===== src/rtl/hub75_pkg.sv =====
// Shared types and helpers for the HUB75 binary-coded-modulation scan engine.
package hub75_pkg;

    typedef enum logic [1:0] {WAIT_LINE, SHIFT, LATCH_WAIT, LATCH} scan_state_t;
    typedef enum logic [1:0] {STEP_FETCH, STEP_LOAD, STEP_CLOCK} shift_step_t;

    // Channel order inside one chain's 6-pin group
    localparam int R0 = 0;
    localparam int G0 = 1;
    localparam int B0 = 2;
    localparam int R1 = 3;
    localparam int G1 = 4;
    localparam int B1 = 5;
    localparam int CHANNELS = 6;

    // Must hold BASE_TICKS << (COLOR_BITS-1); never narrower than COLOR_BITS+CLK_DIV.
    function automatic int show_cnt_width(int color_bits, int base_ticks, int clk_div);
        int w;
        w = $clog2(base_ticks) + color_bits;
        if (w < color_bits + clk_div) w = color_bits + clk_div;
        return w;
    endfunction

endpackage


===== src/rtl/hub75_clk_gen.sv =====
// LED shift-clock divider: led_clk toggles every CLK_DIV cycles while run is high,
// with one-cycle strobes in the cycle before each edge.
module hub75_clk_gen #(
    parameter int CLK_DIV = 2
) (
    input  logic clk,
    input  logic reset,
    input  logic run,
    output logic led_clk,
    output logic rise_en,
    output logic fall_en
);
    localparam int CNT_W = (CLK_DIV > 1) ? $clog2(CLK_DIV) : 1;

    logic [CNT_W-1:0] cnt;
    logic             wrap;

    assign wrap    = run && (cnt == CNT_W'(CLK_DIV - 1));
    assign rise_en = wrap && !led_clk;
    assign fall_en = wrap && led_clk;

    always_ff @(posedge clk or posedge reset) begin
        if (reset) begin
            cnt     <= '0;
            led_clk <= 1'b0;
        end else if (!run) begin
            cnt     <= '0;
            led_clk <= 1'b0;
        end else if (wrap) begin
            cnt     <= '0;
            led_clk <= ~led_clk;
        end else begin
            cnt <= cnt + 1'b1;
        end
    end

endmodule


===== src/rtl/hub75_bcm_scanner.sv =====
// HUB75 scan engine: shifts one bit-plane per pass from the line buffer and lights
// plane b for BASE_TICKS<<b cycles, overlapping the next plane's shift with the show.
module hub75_bcm_scanner
    import hub75_pkg::*;
#(
    parameter int CHAINS     = 1,
    parameter int PIXELS     = 64,
    parameter int SCAN_LINES = 16,
    parameter int COLOR_BITS = 8,
    parameter int CLK_DIV    = 2,
    parameter int BASE_TICKS = 4
) (
    input  logic                                  clk,
    input  logic                                  reset,
    input  logic                                  line_valid,
    output logic                                  line_ack,
    output logic [$clog2(PIXELS)-1:0]             rd_addr,
    output logic                                  rd_en,
    input  logic [CHAINS*CHANNELS*COLOR_BITS-1:0] rd_data,
    output logic [CHAINS*CHANNELS-1:0]            rgb,
    output logic                                  led_clk,
    output logic                                  strobe,
    output logic                                  oe,
    output logic [$clog2(SCAN_LINES)-1:0]         line_select,
    output logic                                  frame_done
);
    localparam int NBITS   = CHAINS * CHANNELS;
    localparam int COL_W   = $clog2(PIXELS);
    localparam int LINE_W  = $clog2(SCAN_LINES);
    localparam int PLANE_W = (COLOR_BITS > 1) ? $clog2(COLOR_BITS) : 1;
    localparam int SHOW_W  = show_cnt_width(COLOR_BITS, BASE_TICKS, CLK_DIV);

    scan_state_t state, next_state;
    shift_step_t step;

    logic [COL_W-1:0]   col;
    logic [PLANE_W-1:0] plane;
    logic [LINE_W-1:0]  line;
    logic [SHOW_W-1:0]  show_cnt;
    logic               row_done;
    logic               run, rise_en, fall_en, last_plane;

    logic [NBITS-1:0][COLOR_BITS-1:0] chan;
    logic [NBITS-1:0]                 plane_bits;

    hub75_clk_gen #(.CLK_DIV(CLK_DIV)) u_clk_gen (
        .clk     (clk),
        .reset   (reset),
        .run     (run),
        .led_clk (led_clk),
        .rise_en (rise_en),
        .fall_en (fall_en)
    );

    assign chan = rd_data;
    always_comb begin
        plane_bits = '0;
        for (int i = 0; i < NBITS; i++) plane_bits[i] = chan[i][plane];
    end

    assign last_plane = (plane == PLANE_W'(COLOR_BITS - 1));
    assign oe         = (show_cnt == '0);
    assign rd_addr    = col;

    always_ff @(posedge clk or posedge reset) begin
        if (reset) state <= WAIT_LINE;
        else       state <= next_state;
    end

    always_comb begin
        next_state = state;
        rd_en      = 1'b0;
        run        = 1'b0;
        strobe     = 1'b0;
        line_ack   = 1'b0;
        frame_done = 1'b0;
        case (state)
            WAIT_LINE:  if (line_valid) next_state = SHIFT;
            SHIFT: begin
                rd_en = (step == STEP_FETCH);
                run   = (step == STEP_CLOCK);
                if (fall_en && row_done) next_state = LATCH_WAIT;
            end
            LATCH_WAIT: if (show_cnt == '0) next_state = LATCH;
            LATCH: begin
                strobe     = 1'b1;
                line_ack   = last_plane;
                frame_done = last_plane && (line == LINE_W'(SCAN_LINES - 1));
                next_state = last_plane ? WAIT_LINE : SHIFT;
            end
            default: next_state = WAIT_LINE;
        endcase
    end

    always_ff @(posedge clk or posedge reset) begin
        if (reset) begin
            step        <= STEP_FETCH;
            col         <= '0;
            plane       <= '0;
            line        <= '0;
            show_cnt    <= '0;
            row_done    <= 1'b0;
            rgb         <= '0;
            line_select <= '0;
        end else begin
            if (state == LATCH)       show_cnt <= SHOW_W'(BASE_TICKS) << plane;
            else if (show_cnt != '0)  show_cnt <= show_cnt - 1'b1;

            // Row address only moves while blanked, at the first plane's latch
            if (state == LATCH_WAIT && next_state == LATCH && plane == '0)
                line_select <= line;

            if (state == SHIFT) begin
                case (step)
                    STEP_FETCH: step <= STEP_LOAD;
                    STEP_LOAD: begin
                        rgb  <= plane_bits;
                        step <= STEP_CLOCK;
                    end
                    STEP_CLOCK: begin
                        if (rise_en) begin
                            if (col == COL_W'(PIXELS - 1)) begin
                                col      <= '0;
                                row_done <= 1'b1;
                            end else begin
                                col <= col + 1'b1;
                            end
                        end
                        if (fall_en) step <= STEP_FETCH;
                    end
                    default: step <= STEP_FETCH;
                endcase
            end

            if (state == LATCH_WAIT) row_done <= 1'b0;

            if (state == LATCH) begin
                if (last_plane) begin
                    plane <= '0;
                    line  <= (line == LINE_W'(SCAN_LINES - 1)) ? '0 : line + 1'b1;
                end else begin
                    plane <= plane + 1'b1;
                end
            end
        end
    end

endmodule


===== config.mk =====
export PLATFORM = sky130hd
export DESIGN_NAME = hub75_bcm_scanner
export DESIGN_NICKNAME = d
export VERILOG_FILES = /design/src/rtl/hub75_pkg.sv /design/src/rtl/hub75_clk_gen.sv /design/src/rtl/hub75_bcm_scanner.sv
export SDC_FILE = /design/constraint.sdc
export NUM_CORES = 1
export LEC_CHECK = 0
export CORE_ASPECT_RATIO = 0.9
export CORE_MARGIN = 2
export CORE_UTILIZATION = 43
export DETAILED_ROUTE_END_ITERATION = 12
export GPL_TIMING_DRIVEN = 0
export HOLD_SLACK_MARGIN = 0.02
export PLACE_DENSITY = 0.74
export SETUP_SLACK_MARGIN = 0.5
export SYNTH_ARGS = -nofsm -noshare
export SYNTH_HDL_FRONTEND = slang
export SYNTH_HIERARCHICAL = 1
export SYNTH_SLANG_ARGS = --single-unit

===== constraint.sdc =====
create_clock -name clk -period 3.1 [get_ports clk]
set_input_delay 0.775 -clock clk [delete_from_list [all_inputs] [get_ports clk]]
set_output_delay 0.775 -clock clk [all_outputs]
set_load 0.05 [all_outputs]

==> results of run 1 <==
-- sequential cells by signal, indices dropped and copies added (netlist names) --
name / flops
show_cnt: 10
line_select: 4
step: 2
rd_addr: 6
line: 4
state: 2
row_done: 1
plane: 3
rgb: 6
u_clk_gen/cnt: 1
u_clk_gen/led_clk: 1
-- routing by layer --
layer,vias up,GRT usage [%],share of wire (%)
met5,-,0,0
met4,0,5.38,0.76
met3,2,5.20,6.5
met2,64,30.1,49
met1,958,21.3,44
li1,984,-,-
-- layout make-up --
cell class	count	area (µm²)	share of cell area, %
well taps	70	87.6	2.53
clock buffers	5	68.8	1.99
clock inverters	3	90.1	2.60
flip-flops and latches	40	1000	28.9
plain buffers	6	27.5	0.795
inverters	15	61.3	1.77
multi-input cells	166	1400	40.4
repair buffers	74	727	21.0
-- cells in the final DEF, fill, tap and decap left out, types with 2 or more instances in the layout --
cell type         n
clkdlybuf4s50_1  67
dfrtp_1          39
nand2_1          24
o21ai_0          19
nor2_1           13
mux4_2           12
inv_1            12
a21oi_1          11
ha_1             11
mux2i_1          10
nand3_1           7
xnor2_1           5
clkbuf_8          5
mux2_4            4
clkbuf_1          3
buf_4             3
nand2b_1          3
and3_1            3
a21o_1            3
nand4_1           3
bufinv_16         3
nand3b_1          2
inv_2             2
nor3b_4           2
a211oi_1          2
nor2b_1           2
o31ai_1           2
and2_1            2
and4b_1           2
ha_2              2
buf_2             2
-- final timing paths --
path	start	to	slack, ps	cells after the start
max	state[0]$_DFF_PP0_	line_ack	540	5
max reg2reg	state[1]$_DFF_PP0_	line_select[2]$_DFFE_PP0P_	590	9
min in group asynchronous	reset	u_clk_gen/cnt$_DFF_PP0_	680	2
max in group asynchronous	reset	plane[0]$_DFFE_PP0N_	1560	2
min reg2reg	rgb[3]$_DFFE_PP0P_	rgb[3]$_DFFE_PP0P_	480	2
min	rgb[3]$_DFFE_PP0P_	rgb[3]$_DFFE_PP0P_	480	2
-- synthesized netlist by cell type (all sizes together), types with 3 or more instances --
cell type  instances
a21o               3
a21oi             11
and3               4
clkbuf             4
dfrtp             40
ha                13
inv               14
mux2               5
mux2i             10
mux4              12
nand2             24
nand2b             3
nand3              8
nand4              3
nor2              14
o21ai             19
xnor2              5
-- per-stage QoR --
step	setup WS, ps	instance area [µm²]	std cells
2_1_floorplan	590	2470	227
3_3_place_gp	134	3270	369
3_5_place_dp	147	3270	369
4_1_cts	418	3440	377
5_1_grt	405	3460	379
6_report	540	3460	379
-- critical path: stages (launching register included) --
cell and delay [ps]:
dfrtp_1 460, ha_1 220, clkbuf_2 220, nand2_1 140
inv_1 180, clkbuf_4 270
-- cells by family (layout without fill, tap and decap cells) --
family,Yosys count,in the layout,synth area share [%]
compound gates,44,44,11.2
xor+xnor,6,6,2.14
fa+ha+maj,13,13,6.62
buf+inv,21,103,3.56
flops,40,40,40.7
mux,27,27,18.0
simple gates,76,76,17.8
-- report_power, final --
| part | switching (mW) | leakage (nW) | total (mW) | internal (mW) |
|---|---|---|---|---|
| registers | 0.00216 | 0.530 | 0.527 | 0.525 |
| logic | 0.0390 | 1.01 | 0.115 | 0.0763 |
| clock network | 0.182 | 0.0784 | 0.584 | 0.403 |
-- timing repair --
action                     4_1_cts  5_1_grt
pin swaps                        0        1
setup buffers                    0        2
setup endpoints to repair        8       10
hold buffers                     0        0
resized for setup               21       10
==> flow_summary_export.csv, run 1 <==
group,metric,value,unit
clocking,cts_sinks,40,
synthesis,yosysTopAreaCell,"dfrtp_1",
global_route,grt_max_degree,39,
clocking,cts_max_path_buffers,2,
job,maxCapViolCount,0,
synthesis,ys_seq_area_share,40.7,%
floorplan,die_w,83.7,µm
layout,layout.nets,372,
timing,rsz0062_at_grt,"true",
synthesis,syn_area,0.00246,mm²
routing,postRouteWirelength,5.37,mm
layout,fill_cells,477,
hold_path,hp-class,"reg -> reg",
clocking,cts-root-buf,"clkbuf_8",
power_and_ir_drop,fin_total_pwr,1.23,mW
power_and_ir_drop,max-vdd-ir-drop,402,µV
timing,setup_viol,0,
synthesis,syn_inst,227,
placement,gp_congestion,0.845,
power_and_ir_drop,cellPowerDensity,354,mW/mm²
timing,relSlewSlack,47.7,%
setup_path,cp_data_required_time,2320,ps
routing,firstDrtPassIters,4,
routing,vias_per_cell,5.30,
synthesis,yosysTopAreaCellShare,40.7,%
routing,routed-via-count,2008,
synthesis,ys_types,49,
floorplan,initial_utilization,43.9,%
global_route,grt_usage,17.3,%
synthesis,synth_top_cells_by_area,"dfrtp_1 41%, mux4_2 11%, ha_1 6.6%",
floorplan,fp.coreArea,0.00560,mm²
clocking,clk_latency,290,ps
timing,period_minus_slack,2560,ps
timing,hold_ws,482,ps
setup_path,cp.arrival,1790,ps
timing,hold_viol,0,
synthesis,avgSynthCellArea,10.8,µm²
timing,setup_tns,0,ps
synthesis,syn_nets,291,
setup_path,crit_path_end_kind,"primary output",
routing,ant_nets,0,
floorplan,die_height,75.7,µm
floorplan,die_area,0.00634,mm²
global_route,grt_pass1_wl,8.69,mm
layout,drive_above_1_share,17.2,%
timing,fin_worst_skew,7.02,ps
clocking,h-tree-depth,2,
timing,tightest_slew,784,ps
layout,syn_to_final_growth,40.9,%
synthesis,yosys_register_bits,40,
routing,wl_per_cell,14.2,µm
timing,period_share,82.6,%
global_route,antenna_found_initial,0,
synthesis,synth_edf_count,0,
setup_path,worst-path-max-fanout,9,
timing,max_freq,0.391,GHz
placement,port_buffers,72,
outcome,status,"finished clean",
setup_path,start_kind,"flip-flop",
routing,drt_iter0_markers,89,
global_route,grt_pass1_vias,1922,
placement,dp_hpwl,4.08,mm
power_and_ir_drop,leakagePower,1.62,nW
synthesis,ys_warn_count,6,
clocking,cts_inserted_buffers,5,
floorplan,rows,26,
routing,drcViolationCount,0,
layout,diodes,0,
synthesis,async_reset_ff_share,100,%
clocking,cts_tree,"yes",
timing,slew_violations,0,
floorplan,boundaryPins,73,
global_route,gr-total-overflow,0,
setup_path,crit_type,"reg -> out",
layout,final_util,61.9,%
synthesis,ys.flop_type,"dfrtp_1",
clocking,clkSlewWorstSetupHoldPaths,80,ps
No activity file was read; power rests on OpenSTA's default activity.
==> run 2: changes to the inputs <==
- PLACE_DENSITY: 0.74 -> 0.77
- clock period: 3.1 -> 2.25 ns (I/O delays scaled with it)
==> run 2 against run 1 <==
  * Worst hold slack worse by 23 ps
  * Clock power up 2%
  * Sequential power up 38%
  * Worst setup slack worse by 460 ps
  * Final area up 12%
==> flow_summary_export.csv, run 2 (synthesized netlist as in run 1, its figures left out) <==
group,metric,value,unit
routing,drt_iter0_markers,121,
layout,diodes,0,
routing,met2_wirelength,3.07,mm
global_route,gr-total-overflow,0,
power_and_ir_drop,leakagePower,1.80,nW
setup_path,cp.arrival,1610,ps
layout,regArea,0.00101,mm²
floorplan,die_w,83.7,µm
timing,setup_viol,0,
layout,final_area,0.00388,mm²
layout,final_common_cell,"clkdlybuf4s50_1",
global_route,grt_pass1_vias,2181,
routing,wl_met1,2.51,mm
routing,routed-via-count,2137,
clocking,cts-root-buf,"clkbuf_8",
power_and_ir_drop,max-vdd-ir-drop,279,µV
layout,syn_to_final_growth,57.9,%
timing,period_minus_slack,2170,ps
floorplan,fp.coreArea,0.00560,mm²
setup_path,worst-path-max-fanout,3,
timing,hold_viol,0,
clocking,cts_sinks,40,
clocking,cts_tree,"yes",
routing,routed.top_layer,"met4",
global_route,grt_max_degree,39,
layout,layout_common_cells,"50 x clkdlybuf4s50_1, 34 x dfrtp_1, 31 x buf_4",
timing,slew_violations,0,
timing,period_share,96.5,%
placement,port_buffers,72,
floorplan,rows,26,
job,maxCapViolCount,0,
layout,drive_above_1_share,37.4,%
layout,largest_register,"show_cnt",
timing,relSlewSlack,46.4,%
routing,firstDrtPassIters,4,
setup_path,start_kind,"flip-flop",
setup_path,crit_path_end_kind,"primary output",
routing,postRouteWirelength,5.99,mm
timing,max_freq,0.460,GHz
setup_path,crit_type,"reg -> out",
global_route,grt_pass1_wl,9.83,mm
routing,met3_length,355,µm
layout,stdcell_count,412,
clocking,cts_inserted_buffers,5,
power_and_ir_drop,cellPowerDensity,381,mW/mm²
floorplan,boundaryPins,73,
floorplan,die_area,0.00634,mm²
placement,dp_hpwl,4.19,mm
floorplan,die_height,75.7,µm
routing,vias_per_cell,5.19,
setup_path,cp_data_required_time,1690,ps
global_route,antenna_found_initial,0,
layout,largest_reg_flops,10,
clocking,clkSlewWorstSetupHoldPaths,80,ps
timing,tightest_slew,803,ps
timing,fin_worst_skew,4.27,ps
clocking,cts_max_path_buffers,2,
hold_path,hp-class,"in -> async",
placement,numPlacedInstances,369,
global_route,grt_usage,19.9,%
timing,rsz0062_at_grt,"true",
layout,layout.nets,405,
routing,ant_nets,0,
clocking,clk_latency,300,ps
floorplan,initial_utilization,43.9,%
clocking,h-tree-depth,2,
layout,multiInputGateArea,0.00154,mm²
placement,gp_congestion,0.871,
placement,placed_area,0.00336,mm²
outcome,status,"finished clean",
routing,wl_per_cell,14.5,µm
layout,fill_cells,407,
routing,drcViolationCount,0,
-- run 2: changes by cell type in the layout (fill, tap and decap cells not counted), sizes merged, moves of 2 or more --
cell / delta
buf: +35
bufinv: -2
clkbuf: +6
clkdlybuf4s15: +10
clkdlybuf4s50: -17
clkinvlp: +3
inv: -2
-- run 2: where the power goes --
group | internal [mW] | switching, mW
Combinational | 0.102 | 0.0549
Sequential | 0.724 | 0.00341
Clock | 0.328 | 0.265
Total | 1.15 | 0.323
-- run 2: stage by stage --
| step | TNS, ps | setup WS, ps | hold slack (ps) | utilization (%) | power [mW] |
|---|---|---|---|---|---|
| final | 0 | 77.9 | 459 | 69.4 | 1.48 |
| after global routing | 0 | 10.3 | 476 | 69.4 | 1.54 |
| after CTS | 0 | 117 | 450 | 67.1 | 1.49 |
| after detailed placement | -1130 | -372 | 474 | 60.0 | 0.905 |
| after global placement | -3410 | -338 | 471 | 60.0 | 0.902 |
| after floorplan | 0 | 144 | 304 | - | 0.797 |
-- run 2: layer usage --
layer  GRT usage [%]  vias up
li1                -     1049
met1            23.9     1009
met2            36.3       73
met3            4.77        6
met4            6.45        0
met5               0        -
-- run 2: cell type report --
class / instances / share of cell area, %
timing repair buffer: 107 / 25.5
multi-input combinational: 166 / 39.8
clock inverter: 3 / 1.10
buffer: 6 / 1.74
inverter: 15 / 1.84
sequential: 40 / 26.0
clock buffer: 5 / 1.77
tap: 70 / 2.26
-- run 2: path summary, 6_finish.rpt --
| kind | depth (start not counted) | start | endpoint | slack (ps) |
|---|---|---|---|---|
| min reg2reg | 2 | rgb[1]$_DFFE_PP0P_ | rgb[1]$_DFFE_PP0P_ | 490 |
| min in group clk | 2 | rgb[1]$_DFFE_PP0P_ | rgb[1]$_DFFE_PP0P_ | 490 |
| min | 2 | reset | u_clk_gen/led_clk$_DFFE_PP0P_ | 460 |
| max in group asynchronous | 2 | reset | show_cnt[9]$_DFFE_PP0P_ | 930 |
| max | 7 | state[1]$_DFF_PP0_ | line_ack | 80 |
| max reg2reg | 8 | state[1]$_DFF_PP0_ | line_select[3]$_DFFE_PP0P_ | 90 |
-- run 2: repair_timing --
action                                  4_1_cts  5_1_grt
pin swaps                                    10       17
hold endpoints to repair                      0        0
setup buffers                                21       14
gates resized for setup                     103       25
hold buffers                                  0        0
endpoints found under the setup margin       38       36
-- run 2: critical path: stages (launching register included) --
cell and delay [ps]:
dfrtp_2 440, buf_4 140, buf_6 110, ha_4 150, clkbuf_16 150, nand2_8 70, clkinvlp_4 90, buf_8 150
==> variant 1: new RTL, config.mk and constraints of run 1 <==
Put one more register stage on the output `rgb`, with the module's reset. The value now appears one clock later. The other outputs are not delayed to match.
--- a/src/rtl/hub75_bcm_scanner.sv
+++ b/src/rtl/hub75_bcm_scanner.sv
@@ -31,2 +31,4 @@
     localparam int SHOW_W  = show_cnt_width(COLOR_BITS, BASE_TICKS, CLK_DIV);
+
+    logic [CHAINS*CHANNELS-1:0] rgb_s0;
 
@@ -102,3 +104,3 @@
             row_done    <= 1'b0;
-            rgb         <= '0;
+            rgb_s0      <= '0;
             line_select <= '0;
@@ -116,3 +118,3 @@
                     STEP_LOAD: begin
-                        rgb  <= plane_bits;
+                        rgb_s0 <= plane_bits;
                         step <= STEP_CLOCK;
@@ -147,2 +149,10 @@
 
+    always_ff @(posedge clk or posedge reset) begin
+        if (reset) begin
+            rgb <= '0;
+        end else begin
+            rgb <= rgb_s0;
+        end
+    end
+
 endmodule
Behaviour: not the same (a bounded check fails within 4 cycles, from zero or initial values and one cycle with reset high).
==> variant 1 against run 1 <==
Via count increased by 2.9%. Count of clock-buffer cells in the layout unchanged. Clock skew decreased by 0.0026 ns. Worst setup slack got worse by 0.32 ns. Final cell count increased by 1.6%. Routed wire length increased by 4.0%. Synthesized area increased by 3.2%. Total power decreased by 2.2%. Die area increased by 3.0%. Sequential cell count increased by 6. Sequential power increased by 16%. Final area increased by 4.5%. Combinational power increased by 3%. Global-route usage increased by 0.87 points. Largest power group is now registers.
==> variant 1: results (changes against run 1) <==
layout cells sized above 1 21.27% (+4.1 points); Worst Path Arrival 2.11 ns (+0.32 ns); largest net degree at the start of global routing 26 (-33%); via count 2,066 (+2.9%); Commonest cells post-synth dfrtp_1, nand2_1, o21ai_0; dpl cells 367 (-0.54%); CP top delay family simple AND/OR/NAND/NOR gates; diodes inserted 0 (unchanged); Synth area leaders dfrtp_1, mux4_2, ha_1, o21ai_0, nand2_1; dpl ws -0.3457 ns (-0.4928 ns); skew final 0.004436 ns (-0.002581 ns); clock latency on the worst-skew pair 0.31 ns (+0.02 ns); average wire per standard cell 14.51 microns (+2.4%); crit-path max FO 3 (-6); Netlist cell types 44 (-10%); placement-stage cell area 3366 sq um (+2.8%); maximum VDD drop 0.2185 mV (-46%); DRT iter0 DRCs 73 (-18%); Syn Nets 288 (-1.0%); gr usage total 18.21% (+0.87 points); Vias per Instance 5.366 (+1.3%); register area share after synthesis 45.36% (+4.7 points); first-pass GRT wire length 9515 microns (+9.5%); CP max-delay cell or4_4; DP Wirelength 4136 microns (+1.3%); Worst Tran Pin Value 0.5134 ns (-0.2705 ns); routability-driven placement congestion ratio 0.7534 (-11%); Leak Pwr 1.660 nW (+2.4%); fin nets 378 (+1.6%); # fillers 446 (-6.5%); status finished, final reports clean
[variant 1: metal layers]
layer / vias up / global-route usage (%) / routed length (microns)
li1: 997 / - / -
met1: 995 / 23.75 / 2539
met2: 66 / 28.98 / 2630
met3: 8 / 5.059 / 338
met4: 0 / 6.667 / 77
met5: - / 0 / 0
[variant 1: logic make-up after synthesis]
kind of cell / after synthesis / synth area share, %
xor gates and xnor gates: 8 / 2.761
adders and majority gates: 13 / 6.410
DFF: 46 / 45.36
buffers and inverters: 22 / 3.500
AOI/OAI and AO/OA: 46 / 12.08
muxes: 25 / 16.07
and+or+nand+nor: 64 / 13.81
[variant 1: layout make-up]
type,count,area [sq um],share of cell area (%)
plain buffers,8,47.55,1.314
flip-flops and latches,46,1155,31.90
well taps,70,87.58,2.420
multi-input cells,156,1335,36.88
repair buffers,83,813.3,22.47
inverters,14,65.06,1.797
clock buffers,5,68.82,1.901
clock inverters,3,47.55,1.314
[variant 1: power by group]
part           switching (mW)  total [mW]  internal, mW
registers             0.00303       0.610         0.607
logic                  0.0402       0.119        0.0788
clock network           0.224       0.471         0.246
total                   0.268        1.20         0.932
[variant 1: final timing paths]
check                            start                 to  slack [ns]  depth (start not counted)
max                        show_cnt[0]                 oe        0.22                          7
max in group asynchronous        reset           plane[0]        1.78                          3
min                          rgb_s0[2]             rgb[2]        0.38                          0
min reg2reg                  rgb_s0[2]             rgb[2]        0.38                          0
min in group asynchronous        reset  u_clk_gen/led_clk        0.66                          2
max reg2reg                show_cnt[0]     line_select[1]        0.61                          9
[variant 1: timing repair]
action,in CTS,in global routing
endpoints found under the setup margin,9,8
gates resized for setup,38,11
cloned,0,0
buffers inserted,9,1
pin swaps,3,4
hold endpoints to repair,0,0
[variant 1: worst reg2reg max path, delay by kind of cell (launching register included)]
family / cells / cell delay (ns)
buffers and inverters: 4 / 0.46
AO/OA/AOI/OAI: 1 / 0.19
AND/OR/NAND/NOR: 2 / 0.84
flip-flops: 1 / 0.41
adder cells (fa/ha/maj): 1 / 0.13
multiplexers: 1 / 0.33
==> variant 2: new RTL, settings of run 1 <==
Without the edit above. Change the parameter `SCAN_LINES` from 16 to 32.
--- a/src/rtl/hub75_bcm_scanner.sv
+++ b/src/rtl/hub75_bcm_scanner.sv
@@ -7,3 +7,3 @@
     parameter int PIXELS     = 64,
-    parameter int SCAN_LINES = 16,
+    parameter int SCAN_LINES = 32,
     parameter int COLOR_BITS = 8,
Ports: changed (resized line_select); port bits go from 73 to 74. The function was not compared with the original's and may differ.
==> variant 2 against run 1 <==
Non-clock buffer count is 6 higher. Clock skew is 0.0045 ns higher. Worst setup slack worse by 0.11 ns. Total power is 9.1% lower. Sequential cell count is 2 higher. Synthesized area is 2.4% higher. Routed wire length is 9.8% higher. Final area is 2.4% higher. Register-to-register slack better by 0.09 ns. Largest power group is now registers.
==> variant 2: results (changes against run 1) <==
status finished, final reports clean; asr flop ratio synth 100.0% (unchanged); Worst-path clk slew 0.09 ns; first-pass GRT wire length 9673 microns (+11%); met1 Use GR 25.70% (+4.4 points); reg2reg path depth 10 (+1); syn_area_per_cell 10.81 sq um (-0.20%); Vias per Instance 5.494 (+3.7%); fin nets 383 (+3.0%); DP Wirelength 4381 microns (+7.3%); clock latency on the worst-skew pair ~0.3 ns; Worst Path Arrival 1.89 ns (+0.10 ns); maximum VDD drop 0.2148 mV (-47%); layout cells sized above 1 19.75% (+2.6 points); gr usage total 18.71% (+1.4 points); Commonest cells post-synth dfrtp_1, nand2_1, o21ai_0; met3 Use GR 5.417% (+0.22 points); clock buffer depth 2 (unchanged); CP top delay family simple AND/OR/NAND/NOR gates; crit-path max FO 5 (-4); Netlist cell types 50 (+2.0%); final wirelength 5897 microns (+9.8%); Critical Path Max Stage Delay 0.45 ns; initial antenna violation count 0 (unchanged); total CTS buffers 5 (unchanged); grt peak-use layer met2; Yosys Warn Count 6 (unchanged); routability-driven placement congestion ratio 0.8001 (-5.3%); Slew HR 42.92% (-4.7 points); Root Driver clkbuf_8; skew final 0.01150 ns (+0.004483 ns); Syn Nets 298 (+2.4%); Hold Path Depth 2 (unchanged); met2 GRT Util 28.58% (-1.6 points); register area share after synthesis 41.73% (+1.0 points); Pre-antenna DRT Iters 4 (unchanged); largest net degree at the start of global routing 41 (+5.1%); Leak Pwr 1.620 nW (-0.14%); Hold WC Path Type reg -> reg; CP max-delay cell or4b_4; Synth area leaders dfrtp_1, mux4_2, ha_1, mux2_2, nand2_1; vias in the first global route 2,036 (+5.9%); port bufs 73 (+1.4%); DRT iter0 DRCs 178 (+100%)
[variant 2: cell types whose count changed in the layout (fill, tap and decap cells not counted), sizes merged, moves of 3 or more]
cell and delta:
buf +5, mux2 +4, nor4 +3, nand3 -4
a21oi +3, nor2 -3, nor3 +4
[variant 2: cells by family after synthesis]
family | after synthesis | share of synthesized area [%]
and+or+nand+nor | 74 | 16.69
AOI/OAI and AO/OA | 47 | 11.53
DFF | 42 | 41.73
muxes | 29 | 17.93
buffers and inverters | 22 | 3.427
adders and majority gates | 14 | 6.955
xor gates and xnor gates | 5 | 1.739
[variant 2: layer usage]
metal	vias up	part of all wire, %
met1	1019	45
met4	0	1.6
met3	9	7.0
met2	77	47
met5	-	0
li1	1032	-
[variant 2: final timing paths]
kind                                  start                 to  slack [ns]
worst min-delay path                 rgb[2]             rgb[2]        0.48
worst max register to register     state[1]     line_select[4]        0.68
max in group asynchronous             reset           plane[0]        1.51
worst max-delay path            show_cnt[1]                 oe        0.43
worst min register to register       rgb[2]             rgb[2]        0.48
min in group asynchronous             reset  u_clk_gen/led_clk        0.66
[variant 2: layout make-up]
cell class | instances | area (sq um)
multi-input cells | 169 | 1444
fillers | 479 | 2112
clock buffers | 5 | 68.82
well taps | 70 | 87.58
repair buffers | 78 | 755.7
plain buffers | 8 | 41.29
clock inverters | 3 | 43.79
flip-flops and latches | 42 | 1055
inverters | 14 | 52.55
[variant 2: per-stage QoR]
| step | setup slack (ns) | TNS, ns | cells | cell area [sq um] | util (%) |
|---|---|---|---|---|---|
| 3_5_place_dp | -0.1988 | -0.1988 | 376 | 3342 | 59.04 |
| 5_1_grt | 0.3508 | 0 | 389 | 3548 | 62.69 |
| 3_3_place_gp | -0.1855 | -0.1855 | 376 | 3342 | 59.04 |
| 4_1_cts | 0.4120 | 0 | 387 | 3500 | 61.83 |
| 2_1_floorplan | 0.5285 | 0 | 233 | 2524 | - |
| 6_report | 0.4342 | 0 | 389 | 3548 | 62.69 |
[variant 2: worst register-to-register path, cell delays in order, from the launching register on]
cell and delay, ns:
dfrtp_1 0.43, inv_1 0.13, ha_4 0.18, inv_1 0.10, nor3b_4 0.24, and3_2 0.24, a21bo_2 0.14, a21oi_1 0.11
o41ai_4 0.22, buf_4 0.20, mux2_2 0.34
[variant 2: report_power, final]
part | switching [mW] | internal, mW
clock | 0.206 | 0.242
sequential | 0.00227 | 0.551
combinational | 0.0407 | 0.0737
total | 0.249 | 0.867
[variant 2: timing repair]
item	4_1_cts	5_1_grt
resized for setup	30	13
setup buffers	3	2
pin swaps	3	1
endpoints found under the setup margin	10	9
endpoints found under the hold margin	0	0
